<file path="src/rtl/pipe_ctrl_if.sv">
// Handshake bundle between the decode stage and the pipeline controller.
// master drives the DC/EX/WB request side, slave is the controller.
interface pipe_ctrl_if #(
    parameter int REG_IDX_WIDTH = 4,
    parameter int STAT_WIDTH    = 16
);
    localparam int NREG = 2**REG_IDX_WIDTH;

    logic                     in_dc_valid;
    logic [REG_IDX_WIDTH-1:0] in_dc_src1_idx;
    logic [REG_IDX_WIDTH-1:0] in_dc_src2_idx;
    logic                     in_dc_src1_used;
    logic                     in_dc_src2_used;
    logic [REG_IDX_WIDTH-1:0] in_dc_dst_idx;
    logic                     in_dc_dst_write;
    logic                     in_set_pc;
    logic                     in_wb_write;
    logic [REG_IDX_WIDTH-1:0] in_wb_idx;
    logic                     in_kill_valid;
    logic [REG_IDX_WIDTH-1:0] in_kill_idx;

    logic                     out_stall;
    logic                     out_issue;
    logic                     out_flush_FE;
    logic                     out_flush_pipeline;
    logic                     out_fwd_src1;
    logic                     out_fwd_src2;
    logic [NREG-1:0]          out_busy;
    logic [STAT_WIDTH-1:0]    out_stall_cnt;

    modport master (
        output in_dc_valid, in_dc_src1_idx, in_dc_src2_idx, in_dc_src1_used,
               in_dc_src2_used, in_dc_dst_idx, in_dc_dst_write, in_set_pc,
               in_wb_write, in_wb_idx, in_kill_valid, in_kill_idx,
        input  out_stall, out_issue, out_flush_FE, out_flush_pipeline,
               out_fwd_src1, out_fwd_src2, out_busy, out_stall_cnt
    );

    modport slave (
        input  in_dc_valid, in_dc_src1_idx, in_dc_src2_idx, in_dc_src1_used,
               in_dc_src2_used, in_dc_dst_idx, in_dc_dst_write, in_set_pc,
               in_wb_write, in_wb_idx, in_kill_valid, in_kill_idx,
        output out_stall, out_issue, out_flush_FE, out_flush_pipeline,
               out_fwd_src1, out_fwd_src2, out_busy, out_stall_cnt
    );
endinterface

</file>
<file path="src/rtl/pipe_ctrl.sv">
// Scoreboard-based issue/stall/flush controller with per-register pending-write counters.
// Optional WB->DC operand forwarding is enabled by defining PIPE_CTRL_FWD_EN.
module pipe_ctrl #(
    parameter int REG_IDX_WIDTH = 4,
    parameter int MAX_INFLIGHT  = 3,
    parameter int FLUSH_CYCLES  = 2,
    parameter int STAT_WIDTH    = 16
) (
    input logic        clock,
    input logic        reset,
    pipe_ctrl_if.slave bus
);
    localparam int NREG = 2**REG_IDX_WIDTH;
    localparam int CW   = $clog2(MAX_INFLIGHT + 1);

    typedef enum logic {RUN, FLUSH} state_t;

    state_t                   state_q, state_d;
    logic [3:0]               flush_cnt_q, flush_cnt_d;
    logic [NREG-1:0][CW-1:0]  cnt_q, cnt_d;
    logic [STAT_WIDTH-1:0]    stall_cnt_q, stall_cnt_d;

    logic [NREG-1:0]          inc_v, dwb_v, dkl_v, underflow;
    logic [NREG-1:0][CW-1:0]  dec_v;
    logic                     fwd1, fwd2, hazard, accept, issue, stall;

`ifdef PIPE_CTRL_FWD_EN
    // A single outstanding writer retiring this cycle can feed its result straight to DC.
    assign fwd1 = bus.in_dc_src1_used && bus.in_wb_write &&
                  (bus.in_wb_idx == bus.in_dc_src1_idx) &&
                  (cnt_q[bus.in_dc_src1_idx] == CW'(1));
    assign fwd2 = bus.in_dc_src2_used && bus.in_wb_write &&
                  (bus.in_wb_idx == bus.in_dc_src2_idx) &&
                  (cnt_q[bus.in_dc_src2_idx] == CW'(1));
`else
    assign fwd1 = 1'b0;
    assign fwd2 = 1'b0;
`endif

    always_comb begin
        hazard = (bus.in_dc_src1_used && (cnt_q[bus.in_dc_src1_idx] != '0) && !fwd1) ||
                 (bus.in_dc_src2_used && (cnt_q[bus.in_dc_src2_idx] != '0) && !fwd2) ||
                 (bus.in_dc_dst_write && (cnt_q[bus.in_dc_dst_idx] == CW'(MAX_INFLIGHT)));
        accept = !reset && bus.in_dc_valid && (state_q == RUN) && !bus.in_set_pc;
        issue  = accept && !hazard;
        stall  = accept && hazard;
    end

    assign bus.out_issue          = issue;
    assign bus.out_stall          = stall;
    assign bus.out_flush_FE       = !reset && (bus.in_set_pc || (state_q == FLUSH));
    assign bus.out_flush_pipeline = !reset && (bus.in_set_pc || (state_q == FLUSH));
    assign bus.out_fwd_src1       = !reset && fwd1;
    assign bus.out_fwd_src2       = !reset && fwd2;
    assign bus.out_stall_cnt      = reset ? '0 : stall_cnt_q;

    always_comb begin
        bus.out_busy = '0;
        for (int r = 0; r < NREG; r++)
            bus.out_busy[r] = !reset && (cnt_q[r] != '0);
    end

    // A set_pc arriving mid-flush reloads the counter so the flush window restarts.
    always_comb begin
        state_d     = state_q;
        flush_cnt_d = flush_cnt_q;
        case (state_q)
            RUN: begin
                if (bus.in_set_pc) begin
                    state_d     = FLUSH;
                    flush_cnt_d = 4'(FLUSH_CYCLES);
                end
            end
            FLUSH: begin
                if (bus.in_set_pc) begin
                    flush_cnt_d = 4'(FLUSH_CYCLES);
                end else if (flush_cnt_q == 4'd1) begin
                    state_d     = RUN;
                    flush_cnt_d = '0;
                end else begin
                    flush_cnt_d = flush_cnt_q - 4'd1;
                end
            end
            default: begin
                state_d     = RUN;
                flush_cnt_d = '0;
            end
        endcase
    end

    // Decrements are clamped to the current count; the excess is reported as underflow.
    always_comb begin
        cnt_d     = cnt_q;
        inc_v     = '0;
        dwb_v     = '0;
        dkl_v     = '0;
        dec_v     = '0;
        underflow = '0;
        for (int r = 0; r < NREG; r++) begin
            inc_v[r] = issue && bus.in_dc_dst_write && (bus.in_dc_dst_idx == REG_IDX_WIDTH'(r));
            dwb_v[r] = bus.in_wb_write && (bus.in_wb_idx == REG_IDX_WIDTH'(r));
            dkl_v[r] = bus.in_kill_valid && (bus.in_kill_idx == REG_IDX_WIDTH'(r));
            if (cnt_q[r] != '0) begin
                if (dwb_v[r] && dkl_v[r] && (cnt_q[r] != CW'(1)))
                    dec_v[r] = CW'(2);
                else if (dwb_v[r] || dkl_v[r])
                    dec_v[r] = CW'(1);
            end
            underflow[r] = ((cnt_q[r] == '0) && (dwb_v[r] || dkl_v[r])) ||
                           ((cnt_q[r] == CW'(1)) && dwb_v[r] && dkl_v[r]);
            cnt_d[r] = cnt_q[r] + CW'(inc_v[r]) - dec_v[r];
        end
    end

    always_comb begin
        stall_cnt_d = stall_cnt_q;
        if (stall && (stall_cnt_q != '1))
            stall_cnt_d = stall_cnt_q + STAT_WIDTH'(1);
    end

    always_ff @(posedge clock) begin
        if (reset) begin
            state_q     <= RUN;
            flush_cnt_q <= '0;
            cnt_q       <= '0;
            stall_cnt_q <= '0;
        end else begin
            state_q     <= state_d;
            flush_cnt_q <= flush_cnt_d;
            cnt_q       <= cnt_d;
            stall_cnt_q <= stall_cnt_d;
        end
    end

`ifndef SYNTHESIS
    always_ff @(posedge clock) begin
        if (!reset && (underflow != '0))
            $error("pipe_ctrl: writeback/kill to register with no pending write, mask %h", underflow);
    end
`endif
endmodule

</file>
<file path="src/flat_wrapper.sv">
// flat-port wrapper written by rule: the top's interface ports become plain ports
module pipe_ctrl_flat 
#(
    parameter int REG_IDX_WIDTH = 4,
    parameter int MAX_INFLIGHT  = 3,
    parameter int FLUSH_CYCLES  = 2,
    parameter int STAT_WIDTH    = 16
)
  (clock, reset, bus_in_dc_valid, bus_in_dc_src1_idx, bus_in_dc_src2_idx, bus_in_dc_src1_used, bus_in_dc_src2_used, bus_in_dc_dst_idx, bus_in_dc_dst_write, bus_in_set_pc, bus_in_wb_write, bus_in_wb_idx, bus_in_kill_valid, bus_in_kill_idx, bus_out_stall, bus_out_issue, bus_out_flush_FE, bus_out_flush_pipeline, bus_out_fwd_src1, bus_out_fwd_src2, bus_out_busy, bus_out_stall_cnt);
  pipe_ctrl_if #(.REG_IDX_WIDTH(REG_IDX_WIDTH), .STAT_WIDTH(STAT_WIDTH)) bus_i ();
  input logic clock;
  input logic reset;
  input wire logic [$bits(bus_i.in_dc_valid)-1:0] bus_in_dc_valid;
  input wire logic [$bits(bus_i.in_dc_src1_idx)-1:0] bus_in_dc_src1_idx;
  input wire logic [$bits(bus_i.in_dc_src2_idx)-1:0] bus_in_dc_src2_idx;
  input wire logic [$bits(bus_i.in_dc_src1_used)-1:0] bus_in_dc_src1_used;
  input wire logic [$bits(bus_i.in_dc_src2_used)-1:0] bus_in_dc_src2_used;
  input wire logic [$bits(bus_i.in_dc_dst_idx)-1:0] bus_in_dc_dst_idx;
  input wire logic [$bits(bus_i.in_dc_dst_write)-1:0] bus_in_dc_dst_write;
  input wire logic [$bits(bus_i.in_set_pc)-1:0] bus_in_set_pc;
  input wire logic [$bits(bus_i.in_wb_write)-1:0] bus_in_wb_write;
  input wire logic [$bits(bus_i.in_wb_idx)-1:0] bus_in_wb_idx;
  input wire logic [$bits(bus_i.in_kill_valid)-1:0] bus_in_kill_valid;
  input wire logic [$bits(bus_i.in_kill_idx)-1:0] bus_in_kill_idx;
  output wire logic [$bits(bus_i.out_stall)-1:0] bus_out_stall;
  output wire logic [$bits(bus_i.out_issue)-1:0] bus_out_issue;
  output wire logic [$bits(bus_i.out_flush_FE)-1:0] bus_out_flush_FE;
  output wire logic [$bits(bus_i.out_flush_pipeline)-1:0] bus_out_flush_pipeline;
  output wire logic [$bits(bus_i.out_fwd_src1)-1:0] bus_out_fwd_src1;
  output wire logic [$bits(bus_i.out_fwd_src2)-1:0] bus_out_fwd_src2;
  output wire logic [$bits(bus_i.out_busy)-1:0] bus_out_busy;
  output wire logic [$bits(bus_i.out_stall_cnt)-1:0] bus_out_stall_cnt;
  assign bus_i.in_dc_valid = bus_in_dc_valid;
  assign bus_i.in_dc_src1_idx = bus_in_dc_src1_idx;
  assign bus_i.in_dc_src2_idx = bus_in_dc_src2_idx;
  assign bus_i.in_dc_src1_used = bus_in_dc_src1_used;
  assign bus_i.in_dc_src2_used = bus_in_dc_src2_used;
  assign bus_i.in_dc_dst_idx = bus_in_dc_dst_idx;
  assign bus_i.in_dc_dst_write = bus_in_dc_dst_write;
  assign bus_i.in_set_pc = bus_in_set_pc;
  assign bus_i.in_wb_write = bus_in_wb_write;
  assign bus_i.in_wb_idx = bus_in_wb_idx;
  assign bus_i.in_kill_valid = bus_in_kill_valid;
  assign bus_i.in_kill_idx = bus_in_kill_idx;
  assign bus_out_stall = bus_i.out_stall;
  assign bus_out_issue = bus_i.out_issue;
  assign bus_out_flush_FE = bus_i.out_flush_FE;
  assign bus_out_flush_pipeline = bus_i.out_flush_pipeline;
  assign bus_out_fwd_src1 = bus_i.out_fwd_src1;
  assign bus_out_fwd_src2 = bus_i.out_fwd_src2;
  assign bus_out_busy = bus_i.out_busy;
  assign bus_out_stall_cnt = bus_i.out_stall_cnt;
  pipe_ctrl #(.REG_IDX_WIDTH(REG_IDX_WIDTH), .MAX_INFLIGHT(MAX_INFLIGHT), .FLUSH_CYCLES(FLUSH_CYCLES), .STAT_WIDTH(STAT_WIDTH)) u_core (.clock(clock), .reset(reset), .bus(bus_i));
endmodule
</file>
<file path="config.mk">
export PLATFORM = sky130hd
export DESIGN_NAME = pipe_ctrl_flat
export DESIGN_NICKNAME = d
export VERILOG_FILES = /design/src/rtl/pipe_ctrl_if.sv /design/src/rtl/pipe_ctrl.sv /design/src/flat_wrapper.sv
export SDC_FILE = /design/constraint.sdc
export NUM_CORES = 1
export LEC_CHECK = 0
export CAP_MARGIN = 40
export CORE_MARGIN = 8
export CORE_UTILIZATION = 56
export CTS_BUF_LIST = sky130_fd_sc_hd__clkbuf_8
export DETAILED_ROUTE_END_ITERATION = 10
export PLACE_DENSITY = 0.83
export SETUP_SLACK_MARGIN = 0.1
export SLEW_MARGIN = 5
export SYNTH_ARGS = -nofsm -noshare
export SYNTH_HDL_FRONTEND = slang
export SYNTH_SLANG_ARGS = --single-unit
</file>
<file path="constraint.sdc">
create_clock -name clock -period 5.2 [get_ports clock]
set_clock_uncertainty 0.15 [all_clocks]
set_input_delay 1.3 -clock clock [delete_from_list [all_inputs] [get_ports clock]]
set_output_delay 1.3 -clock clock [all_outputs]
set_load 0.01 [all_outputs]
</file>
Word level (Yosys, flattened, before mapping)
Index checks and enable logic that the tools add are counted.
{"block": "word_totals", "regBits": 53, "inputBits": 29, "output_inout_bits": 38, "elab_cells": 335}
{"block": "op_classes", "add_sub_neg": 34, "order_cmp": 3, "n_eq_ne": 65, "mux": 63, "bitwise": 1, "n_reduce_logical": 150}
{"operator": "1-bit logical AND", "count": 107}
{"operator": "4-bit == test, second input constant", "count": 24}
{"operator": "2-bit two-way mux", "count": 35}
{"operator": "4-bit by 3-bit == test with 1-bit output, second input constant", "count": 12}
{"operator": "2-bit nonzero test", "count": 18}
{"operator": "2-bit by 1-bit adder with 2-bit output", "count": 16}
{"operator": "2-bit by 1-bit != test with 1-bit output, second input constant", "count": 16}
{"operator": "2-bit subtractor", "count": 16}
{"operator": "2-bit binary-select mux with 4-bit select", "count": 3}
{"operator": "4-bit by 2-bit == test with 1-bit output, second input constant", "count": 6}
{"operator": "1-bit logical OR", "count": 19}
{"operator": "1-bit two-way mux", "count": 19}
{"operator": "16-bit by 1-bit adder with 16-bit output, second input constant", "count": 1}
{"operator": "4-bit by 1-bit == test with 1-bit output, second input constant", "count": 4}
{"operator": "16-bit two-way mux", "count": 1}
{"operator": "16-bit != test, second input constant", "count": 1}
{"operator": "4-bit by 5-bit less-than comparator with 1-bit output, second input constant", "count": 3}
{"operator": "4-bit logical NOT", "count": 3}
{"operator": "4-bit two-way mux", "count": 3}
{"operator": "4-bit one-hot mux with 2 select lines", "count": 1}
{"operator": "4-bit by 1-bit subtractor with 4-bit output, second input constant", "count": 1}
{"operator": "1-bit logical NOT", "count": 3}
{"operator": "2-bit == test, second input constant", "count": 1}
{"operator": "2-bit != test, second input constant", "count": 1}
{"operator": "2 further kinds", "count": 2}

Longest topological paths before layout
Gate-level depths: netlist (run 1).
{"block": "logic_depth", "ltp_word": 12, "mapped_depth": 14, "mapped_depth_nobuf": 11}

Least setup slack after synthesis (run 1)
No wires, ideal clock.
{"block": "synth_path", "kind": "input to output", "from": "input bus_in_dc_dst_idx[1]", "to": "output bus_out_issue", "arrival_time_ns": 3.176, "t_required_ns": 3.750, "slack_ns": 0.574, "path_stages": 9, "path_buffers": 3, "cell_sequence": "buf_2 -> mux4_2 -> mux2_2 -> nand3_1 -> a32o_1 -> and3_1 -> buf_6 -> clkbuf_1 -> and2_1"}
{"block": "synth_via", "elab_chain_cells": 7}
{"item": "start: declaration", "line_no": "flat_wrapper.sv:18", "rtl": "input wire logic [$bits(bus_i.in_dc_dst_idx)-1:0] bus_in_dc_dst_idx;"}
{"item": "2-bit binary-select mux with 4-bit select", "line_no": "pipe_ctrl.sv:43", "rtl": "(bus.in_dc_dst_write && (cnt_q[bus.in_dc_dst_idx] == CW'(MAX_INFLIGHT)));"}
{"item": "2-bit two-way mux (implied by the code)", "line_no": "pipe_ctrl.sv:43"}
{"item": "2-bit == test", "line_no": "pipe_ctrl.sv:43"}
{"item": "1-bit logical AND", "line_no": "pipe_ctrl.sv:43"}
{"item": "1-bit logical OR", "line_no": "pipe_ctrl.sv:42", "rtl": "(bus.in_dc_src2_used && (cnt_q[bus.in_dc_src2_idx] != '0) && !fwd2) ||"}
{"item": "1-bit logical NOT", "line_no": "pipe_ctrl.sv:45", "rtl": "issue = accept && !hazard;"}
{"item": "1-bit logical AND", "line_no": "pipe_ctrl.sv:45"}
{"item": "end: declaration", "line_no": "flat_wrapper.sv:26", "rtl": "output wire logic [$bits(bus_i.out_issue)-1:0] bus_out_issue;"}
Every way passes these cells. The select of a mux whose other input is x is not followed.

Worst setup path in the final report (run 1)
{"block": "layout_path", "from": "input bus_in_dc_src2_idx[0]", "to": "output bus_out_issue"}
{"block": "layout_via", "elab_chain_cells": 8}
{"item": "start: declaration", "line_no": "flat_wrapper.sv:15", "rtl": "input wire logic [$bits(bus_i.in_dc_src2_idx)-1:0] bus_in_dc_src2_idx;"}
{"item": "2-bit binary-select mux with 4-bit select", "line_no": "pipe_ctrl.sv:42"}
{"item": "2-bit two-way mux (implied by the code)", "line_no": "pipe_ctrl.sv:42"}
{"item": "2-bit nonzero test", "line_no": "pipe_ctrl.sv:42"}
{"item": "1-bit logical AND", "line_no": "pipe_ctrl.sv:42"}
{"item": "1-bit logical OR", "line_no": "pipe_ctrl.sv:41", "rtl": "hazard = (bus.in_dc_src1_used && (cnt_q[bus.in_dc_src1_idx] != '0) && !fwd1) ||"}
{"item": "1-bit logical OR", "line_no": "pipe_ctrl.sv:42"}
{"item": "1-bit logical NOT", "line_no": "pipe_ctrl.sv:45"}
{"item": "1-bit logical AND", "line_no": "pipe_ctrl.sv:45"}
Every way passes these cells. The select of a mux whose other input is x is not followed.

==> results of run 1 <==
[worst max-delay path, stage by stage]
cell and delay [ns]:
clkdlybuf4s50_1 0.53, mux4_2 0.51, mux2_2 0.27, a211o_1 0.33, and3_1 0.21, and2_1 0.16, dlygate4sd2_1 0.28
[power by group]
part,internal [W],total [W],switching (W)
Sequential,0.000409,0.000412,0.00000368
Clock,0.0000919,0.000229,0.000137
Combinational,0.0000566,0.000131,0.0000745
Total,0.000557,0.000773,0.000215
[placed cells by master (no fill, tap or decap), drive strengths merged, types with 4 or more instances in the layout]
cell / instances
a211oi: 6
a21oi: 7
a32oi: 4
xnor2: 33
and2: 9
dfxtp: 53
nand3: 12
and3: 18
mux4: 10
nor3b: 5
a22oi: 14
inv: 42
nor4b: 5
ha: 35
nor3: 15
a311oi: 14
nand2: 20
buf: 21
nor4: 5
o21ai: 21
clkbuf: 5
nor2b: 40
mux2: 16
nor2: 84
clkdlybuf4s50: 59
and3b: 5
[cells by family (layout without fill, tap and decap cells)]
kind of cell / count (synthesis) / after routing / synth area share
xor gates and xnor gates: 33 / 33 / 0.0680
other: 1 / 2 / 0.000882
muxes: 29 / 29 / 0.104
adders and majority gates: 35 / 35 / 0.103
buffers and inverters: 68 / 132 / 0.0662
AOI/OAI and AO/OA: 74 / 74 / 0.121
and+or+nand+nor: 233 / 233 / 0.287
DFF: 53 / 53 / 0.249
[stage by stage]
| step | total power [W] | std cells |
|---|---|---|
| 3_3_place_gp | 0.000546 | 682 |
| 6_report | 0.000773 | 690 |
| 4_1_cts | 0.000773 | 690 |
| 2_1_floorplan | 0.000494 | 527 |
| 3_5_place_dp | 0.000549 | 682 |
| 5_1_grt | 0.000803 | 690 |
[flip-flops by register name, indices dropped and copies added (netlist names)]
name / flops
u_core.cnt_q: 32
u_core.stall_cnt_q: 16
u_core.flush_cnt_q: 4
u_core.state_q: 1
[layout make-up]
class | instances | share of cell area
sequential | 53 | 0.207
tap | 99 | 0.0242
timing repair buffer | 84 | 0.153
clock buffer | 5 | 0.0134
multi-input combinational | 406 | 0.569
clock inverter | 3 | 0.00293
inverter | 40 | 0.0293
[path summary, 6_finish.rpt]
| kind | from | endpoint |
|---|---|---|
| hold reg to reg | u_core.flush_cnt_q[3] | u_core.flush_cnt_q[3] |
| setup reg to reg | u_core.cnt_q[25] | u_core.cnt_q[1] |
| hold / removal | u_core.flush_cnt_q[3] | u_core.flush_cnt_q[3] |
| setup / recovery | bus_in_dc_src2_idx[0] | bus_out_issue |
[repair_timing]
item / in CTS / in global routing
resized for setup: 3 / 1
hold endpoints to repair: 0 / 0
endpoints found under the setup margin: 2 / 2
[layer usage]
metal  wire, um  part of all wire  GRT usage
met4        428             0.033     0.0923
met1       5020              0.39      0.316
met3       1220             0.094     0.0311
met5          0                 0          0
met2       6330              0.49      0.412
==> results.sh, run 1 <==
export IMPL_port_buffer_count=64
export IMPL_cts_sinks=53
export IMPL_yosys_top_cells_area="dfxtp_1 (25%), ha_1 (10%), nor2_1 (7.4%), xnor2_1 (6.8%), nor2b_1 (5.9%)"
export IMPL_slew_headroom=0.419
export IMPL_yosys_warnings=0
export IMPL_netlist_cell_type_count=50
export IMPL_cts_path_max_buffers=2
export IMPL_worstPathArrival_ns=3.58
export IMPL_status="complete, no violations"
export IMPL_setup_slack_ns=0.171
export IMPL_die_x_um=103
export IMPL_final_core_util=0.702
export IMPL_worst_r2r_setup_slack_ns=1.63
export IMPL_wire_per_inst_um=18.8
export IMPL_overflow=0
export IMPL_fin_area_um2=5120
export IMPL_tightestPinTransition_ns=0.864
export IMPL_max_clock_freq_mhz=199
export IMPL_ant_nets=0
export IMPL_tns_ns=0
export IMPL_synth_cells=526
export IMPL_start_util=0.583
export IMPL_hpwl_mm=10.1
export IMPL_synth_top_area_frac=0.249
export IMPL_antenna_found_initial=0
export IMPL_reg2reg_depth=12
export IMPL_antenna_cells=0
export IMPL_slew_viol_final=0
export IMPL_pre_cts_slack_ns=-0.0705
export IMPL_num_rows=31
export IMPL_drive_gt1_frac=0.0761
export IMPL_power_density_nw_per_um2=151
export IMPL_viasPerCell=6.21
export IMPL_dpl_cell_area_um2=5030
export IMPL_cts_hold_buf=0
export IMPL_yosysTopAreaCell="dfxtp_1"
export IMPL_endpoint_kind="output pin"
export IMPL_io_pins=67
export IMPL_grt_total_usage=0.247
export IMPL_cts_made_buffers=5
export IMPL_clkTransAtPathRegs_ns=0.10
export IMPL_ys_seq_area_frac=0.249
export IMPL_synth_edf_count=0
export IMPL_drt_first_iter_violations=333
export IMPL_fp_dieArea_um2=10600
export IMPL_cts_tree="yes"
export IMPL_fp_coreArea_um2=7290
export IMPL_holdCritPathClass="reg2reg"
export IMPL_firstDrtPassIters=5
export IMPL_routabilityCongestion=1.02
export IMPL_worstPathMaxFanout=3
export IMPL_ir_drop_v=0.000122
export IMPL_period_share=0.967
export IMPL_grt_pass1_wl_mm=20.5
export IMPL_post_cts_buffers=0
export IMPL_synthesis_area_um2=4250
export IMPL_area_delta_synth_final_pct=20.3
export IMPL_drcViolationCount=0
export IMPL_whs_ns=0.392
export IMPL_synth_commonest_cells="nor2_1 (84), dfxtp_1 (53), inv_1 (40), nor2b_1 (40), ha_1 (35)"
export IMPL_synth_most_common_cell="nor2_1"
export IMPL_critPathKind="in2out"
export IMPL_fin_nets=654
export IMPL_dr_total_vias=4286
export IMPL_holdPathStages=2
export IMPL_synth_main_ff_cell="dfxtp_1"
export IMPL_setup_viol=0
export IMPL_period_needed_ns=5.03
export IMPL_multi_input_area_um2=2910
export IMPL_cp_required_ns=3.75
export IMPL_n_fill_cell=638
export IMPL_insertion_delay_ns=0.30
export IMPL_grt_max_degree=33
export IMPL_cts_htree_levels=2
export IMPL_cap_violations=0
export IMPL_finalHoldViolations=0
export IMPL_setup_worst_path_start_class="input port"
export IMPL_p_leak_nw=2.10
export IMPL_wirelength_mm=13.0
export IMPL_grt_pass1_vias=4077
export IMPL_async_flop_share=0
export IMPL_ff_latch_area_um2=1060
export IMPL_die_y_um=103
export IMPL_rsz0062_at_grt="no"
export IMPL_root_buffer="clkbuf_8"
export IMPL_synth_avg_cell_area_um2=8.09
export IMPL_ys_seq_elements=53
Note: power is estimated with default switching activity, not from simulation.
==> inputs of run 2 (changes only) <==
--- a/config.mk
+++ b/config.mk
@@ -7,10 +7,10 @@
 export LEC_CHECK = 0
 export CAP_MARGIN = 40
 export CORE_MARGIN = 8
-export CORE_UTILIZATION = 56
+export CORE_UTILIZATION = 55
 export CTS_BUF_LIST = sky130_fd_sc_hd__clkbuf_8
 export DETAILED_ROUTE_END_ITERATION = 10
-export PLACE_DENSITY = 0.83
+export PLACE_DENSITY = 0.81
 export SETUP_SLACK_MARGIN = 0.1
 export SLEW_MARGIN = 5
 export SYNTH_ARGS = -nofsm -noshare
==> run 2 against run 1 <==
Compared with the run above: utilization shrank 2.2 points; critical path depth is the same; global-route usage shrank 0.82 points; power grew 7.7%; final area grew 1.1%; critical path type unchanged; largest cell class unchanged; largest power group unchanged; highest routed layer unchanged.
==> results.sh, run 2 (synthesized netlist as in run 1, its figures left out) <==
export IMPL_status="complete, no violations"
export IMPL_cap_violations=0
export IMPL_cts_htree_levels=2
export IMPL_ir_drop_v=0.000124
export IMPL_cts_sinks=53
export IMPL_worstPathMaxFanout=4
export IMPL_cts_hold_buf=0
export IMPL_cts_path_max_buffers=2
export IMPL_slew_headroom=0.339
export IMPL_whs_ns=0.395
export IMPL_area_delta_synth_final_pct=21.6
export IMPL_grt_pass1_vias=4181
export IMPL_reg2reg_depth=12
export IMPL_regMostFlops="u_core.cnt_q"
export IMPL_r2r_start="u_core.cnt_q[27]"
export IMPL_regToRegEndpoint="u_core.cnt_q[13]"
export IMPL_fin_nets=656
export IMPL_setup_viol=0
export IMPL_n_fill_cell=638
export IMPL_period_needed_ns=4.99
export IMPL_dpl_cell_area_um2=5050
export IMPL_grt_pass1_wl_mm=21.2
export IMPL_layout_commonest_cell="nor2_1"
export IMPL_largest_reg_flops=32
export IMPL_drcViolationCount=0
export IMPL_hold_path_end="u_core.flush_cnt_q[3]"
export IMPL_swShare=0.266
export IMPL_hpwl_mm=10.3
export IMPL_dr_total_vias=4202
export IMPL_worstPathArrival_ns=3.54
export IMPL_critPathKind="in2out"
export IMPL_cts_made_buffers=5
export IMPL_drt_first_iter_violations=366
export IMPL_use_met3=0.0403
export IMPL_antenna_cells=0
export IMPL_max_clock_freq_mhz=201
export IMPL_setup_worst_path_start_class="input port"
export IMPL_grt_busiest_layer="met2"
export IMPL_cp_required_ns=3.75
export IMPL_power_density_nw_per_um2=161
export IMPL_pwr_share_clk=0.345
export IMPL_antenna_found_initial=0
export IMPL_min_delay_start="u_core.flush_cnt_q[3]"
export IMPL_layout_common_cells="nor2_1 (84), clkdlybuf4s50_1 (59), dfxtp_1 (53)"
export IMPL_rsz0062_at_grt="no"
export IMPL_fp_coreArea_um2=7610
export IMPL_pwr_share_comb=0.159
export IMPL_period_share=0.959
export IMPL_num_rows=32
export IMPL_ant_nets=0
export IMPL_slew_viol_final=0
export IMPL_port_buffer_count=64
export IMPL_start_util=0.559
export IMPL_root_buffer="clkbuf_8"
export IMPL_grt_max_degree=40
export IMPL_wire_per_inst_um=19.0
export IMPL_holdCritPathClass="reg2reg"
export IMPL_fp_dieArea_um2=10800
export IMPL_power_w=0.000832
export IMPL_overflow=0
export IMPL_firstDrtPassIters=5
export IMPL_top_regs="u_core.cnt_q x32, u_core.stall_cnt_q x16, u_core.flush_cnt_q x4"
export IMPL_gr_usage_met2=0.392
export IMPL_cts_tree="yes"
export IMPL_worst_r2r_setup_slack_ns=1.66
export IMPL_tightestPinTransition_ns=0.982
export IMPL_routabilityCongestion=0.982
export IMPL_die_x_um=104
export IMPL_use_met1=0.302
export IMPL_p_leak_nw=2.12
export IMPL_clkTransAtPathRegs_ns=0.10
export IMPL_endpoint_kind="output pin"
export IMPL_holdPathStages=2
export IMPL_wirelength_mm=13.2
export IMPL_io_pins=67
export IMPL_grt_total_usage=0.238
export IMPL_fin_area_um2=5170
export IMPL_die_y_um=104
export IMPL_insertion_delay_ns=0.32
export IMPL_intPower_w=0.000610
export IMPL_power_frac_seq=0.496
export IMPL_finalHoldViolations=0
export IMPL_power_switching_w=0.000222
export IMPL_viasPerCell=6.05
export IMPL_drive_gt1_frac=0.0843
==> run 2: worst max-delay path by stage <==
stage,from,to,slack [ns]
after floorplan,bus_in_dc_dst_idx[1],bus_out_issue,0.57
after global placement,bus_in_dc_dst_idx[1],bus_out_issue,-0.1
after detailed placement,bus_in_dc_dst_idx[1],bus_out_issue,-0.13
after CTS,bus_in_dc_src2_idx[0],bus_out_issue,0.21
after global routing,bus_in_dc_src2_idx[0],bus_out_issue,0.14
final,bus_in_dc_src2_idx[0],bus_out_issue,0.21
==> run 2: stage by stage <==
stage                     setup TNS [ns]  utilization  std cells  setup WS [ns]
after floorplan                        0            -        527          0.574
after global routing                   0        0.680        695          0.138
after global placement            -0.174        0.664        687        -0.0955
after CTS                              0        0.680        695          0.205
final                                  0        0.680        695          0.213
after detailed placement          -0.228        0.664        687         -0.132
==> run 2: power groups by stage <==
stage          registers [W]  clock network (W)   logic, W
2_1_floorplan       0.000420                  0  0.0000739
4_1_cts             0.000412           0.000289   0.000130
5_1_grt             0.000413           0.000303   0.000143
3_5_place_dp        0.000422                  0   0.000129
3_3_place_gp        0.000421                  0   0.000127
6_report            0.000412           0.000287   0.000133
==> run 2: critical path, cell delays in order <==
cell and delay, ns:
clkdlybuf4s50_1 0.51, mux4_2 0.51, mux2_2 0.27, a211o_1 0.33, and3_4 0.20, and2_1 0.14, dlygate4sd2_1 0.28
==> run 2: routing by layer <==
layer | share of wire | routed length, um | vias to the layer above
li1 | - | - | 1978
met1 | 0.41 | 5420 | 1965
met3 | 0.089 | 1170 | 45
met4 | 0.035 | 456 | 0
met2 | 0.47 | 6140 | 214
met5 | 0 | 0 | -
==> run 2: layout make-up <==
| type | count | area (um^2) | area share |
|---|---|---|---|
| Sequential cell | 53 | 1060 | 0.205 |
| Tap cell | 102 | 128 | 0.0247 |
| Clock buffer | 5 | 68.8 | 0.0133 |
| Timing Repair Buffer | 86 | 796 | 0.154 |
| Multi-Input combinational cell | 406 | 2930 | 0.566 |
| Clock inverter | 3 | 42.5 | 0.00823 |
| Inverter | 40 | 150 | 0.0290 |
==> run 2: timing repair <==
item / in CTS / in global routing
endpoints found under the setup margin: 2 / 0
gates resized for setup: 6 / 0
setup buffers: 0 / 0
hold endpoints to repair: 0 / 0
==> inputs of run 3 (changes only) <==
--- a/config.mk
+++ b/config.mk
@@ -7,10 +7,10 @@
 export LEC_CHECK = 0
 export CAP_MARGIN = 40
 export CORE_MARGIN = 8
-export CORE_UTILIZATION = 55
+export CORE_UTILIZATION = 60
 export CTS_BUF_LIST = sky130_fd_sc_hd__clkbuf_8
 export DETAILED_ROUTE_END_ITERATION = 10
-export PLACE_DENSITY = 0.81
+export PLACE_DENSITY = 0.88
 export SETUP_SLACK_MARGIN = 0.1
 export SLEW_MARGIN = 5
 export SYNTH_ARGS = -nofsm -noshare
==> constraint.sdc (replaced) <==
create_clock -name clock -period 5.79 [get_ports clock]
set_clock_uncertainty 0.15 [all_clocks]
set_input_delay 1.4475 -clock clock [delete_from_list [all_inputs] [get_ports clock]]
set_output_delay 1.4475 -clock clock [all_outputs]
set_load 0.01 [all_outputs]
==> run 3 against run 2 <==
Compared with the run above: sequential power decreased by 10%; critical path depth increased by 1; clock power fell by 21%; highest routed layer unchanged; utilization increased by 6.3 points; register-to-register slack gained 0.45 ns; power shrank 15%; via count is 0.43% lower.
==> results.sh, run 3 (synthesized netlist as in run 1, its figures left out) <==
export IMPL_drive_gt1_frac=0.0685
export IMPL_largest_reg_flops=32
export IMPL_insertion_delay_ns=0.32
export IMPL_routed_top_layer="met4"
export IMPL_routabilityCongestion=1.07
export IMPL_regMostFlops="u_core.cnt_q"
export IMPL_met3WireLength_mm=1.20
export IMPL_setup_viol=0
export IMPL_io_pins=67
export IMPL_num_rows=30
export IMPL_fp_dieArea_um2=10000
export IMPL_grt_total_usage=0.261
export IMPL_endpoint_kind="output pin"
export IMPL_finalHoldViolations=0
export IMPL_grt_pass1_wl_mm=20.7
export IMPL_cts_htree_levels=2
export IMPL_hpwl_mm=10.3
export IMPL_slew_headroom=0.468
export IMPL_max_clock_freq_mhz=179
export IMPL_cts_made_buffers=5
export IMPL_tightestPinTransition_ns=0.791
export IMPL_clkTransAtPathRegs_ns=0.10
export IMPL_layout_commonest_cell="nor2_1"
export IMPL_port_buffer_count=64
export IMPL_period_share=0.963
export IMPL_area_delta_synth_final_pct=19.3
export IMPL_top_regs="u_core.cnt_q x32, u_core.stall_cnt_q x16, u_core.flush_cnt_q x4"
export IMPL_holdCritPathClass="reg2reg"
export IMPL_status="complete, no violations"
export IMPL_antenna_found_initial=0
export IMPL_wirelength_mm=13.2
export IMPL_power_w=0.000709
export IMPL_viasPerCell=6.15
export IMPL_fp_coreArea_um2=6830
export IMPL_cap_violations=0
export IMPL_critPathKind="in2out"
export IMPL_ant_nets=0
export IMPL_period_needed_ns=5.57
export IMPL_cts_path_max_buffers=2
export IMPL_cts_sinks=53
export IMPL_slew_viol_final=0
export IMPL_grt_max_degree=54
export IMPL_root_buffer="clkbuf_8"
export IMPL_tns_ns=0
export IMPL_overflow=0
export IMPL_fin_nets=647
export IMPL_dr_total_vias=4184
export IMPL_worstPathArrival_ns=3.98
export IMPL_die_y_um=100
export IMPL_antenna_cells=0
export IMPL_start_util=0.623
export IMPL_power_density_nw_per_um2=140
export IMPL_firstDrtPassIters=6
export IMPL_cts_hold_buf=0
export IMPL_setup_worst_path_start_class="input port"
export IMPL_m1WireLength_mm=5.36
export IMPL_met2WireLength_mm=6.31
export IMPL_layout_common_cells="nor2_1 (84), clkdlybuf4s50_1 (61), dfxtp_1 (53)"
export IMPL_cts_tree="yes"
export IMPL_p_leak_nw=2.06
export IMPL_wire_per_inst_um=19.4
export IMPL_grt_pass1_vias=4059
export IMPL_die_x_um=100
export IMPL_drcViolationCount=0
export IMPL_rsz0062_at_grt="no"
export IMPL_drt_first_iter_violations=491
export IMPL_worstPathMaxFanout=4
export IMPL_ir_drop_v=0.000106
export IMPL_cp_required_ns=4.19
run 3: cell types whose count changed in the layout (fill, tap and decap cells not counted), sizes merged:
cell / change
buf: -9
dlygate4sd2: -4
clkdlybuf4s50: +2
dlymetal6s2s: +2
bufinv: -1
clkinvlp: +1
run 3: area by class of cell:
cell class	instances	area, um^2
flip-flops and latches	53	1060
fillers	552	1760
inverters	40	150
clock buffers	5	68.8
clock inverters	3	21.3
multi-input cells	406	2910
repair buffers	77	738
well taps	96	120
run 3: worst max-delay path: stages:
cell and delay (ns):
clkdlybuf4s50_1 0.60, mux4_2 0.52, mux2_2 0.27, nand3_1 0.08, a32o_1 0.16, and3_1 0.22, and2_1 0.14, clkdlybuf4s50_1 0.53
run 3: path summary, 6_finish.rpt:
path                                            start                     to  slack (ns)  cells past startpoint
worst min register to register  u_core.flush_cnt_q[3]  u_core.flush_cnt_q[3]        0.39                      2
worst max register to register       u_core.cnt_q[27]       u_core.cnt_q[15]        2.11                     12
worst max-delay path             bus_in_dc_dst_idx[1]          bus_out_issue        0.22                      8
worst min-delay path            u_core.flush_cnt_q[3]  u_core.flush_cnt_q[3]        0.39                      2
run 3: routing by layer:
| layer | up-vias | track usage |
|---|---|---|
| met3 | 35 | 0.0561 |
| met4 | 0 | 0.0860 |
| met5 | - | 0 |
| met2 | 211 | 0.447 |
| li1 | 1959 | - |
| met1 | 1979 | 0.314 |
run 3: power by group:
part	switching, W	internal [W]	total (W)
clock	0.000140	0.0000864	0.000226
sequential	0.00000321	0.000367	0.000370
combinational	0.0000639	0.0000487	0.000113
total	0.000207	0.000502	0.000709
run 3: metrics by stage:
| step | utilization | cell area (um^2) | cells | setup slack [ns] | hold WS [ns] |
|---|---|---|---|---|---|
| after global placement | 0.729 | 4980 | 672 | 0.221 | 0.361 |
| after global routing | 0.743 | 5070 | 680 | 0.102 | 0.420 |
| after detailed placement | 0.729 | 4980 | 672 | 0.197 | 0.372 |
| after CTS | 0.742 | 5070 | 680 | 0.202 | 0.392 |
| final | 0.743 | 5070 | 680 | 0.216 | 0.387 |
| after floorplan | - | 4260 | 527 | 0.869 | 0.343 |
run 3: repair_timing:
item                                    in CTS  in global routing
endpoints found under the setup margin       0                  1
gates resized for setup                      0                  2
setup buffers                                0                  0
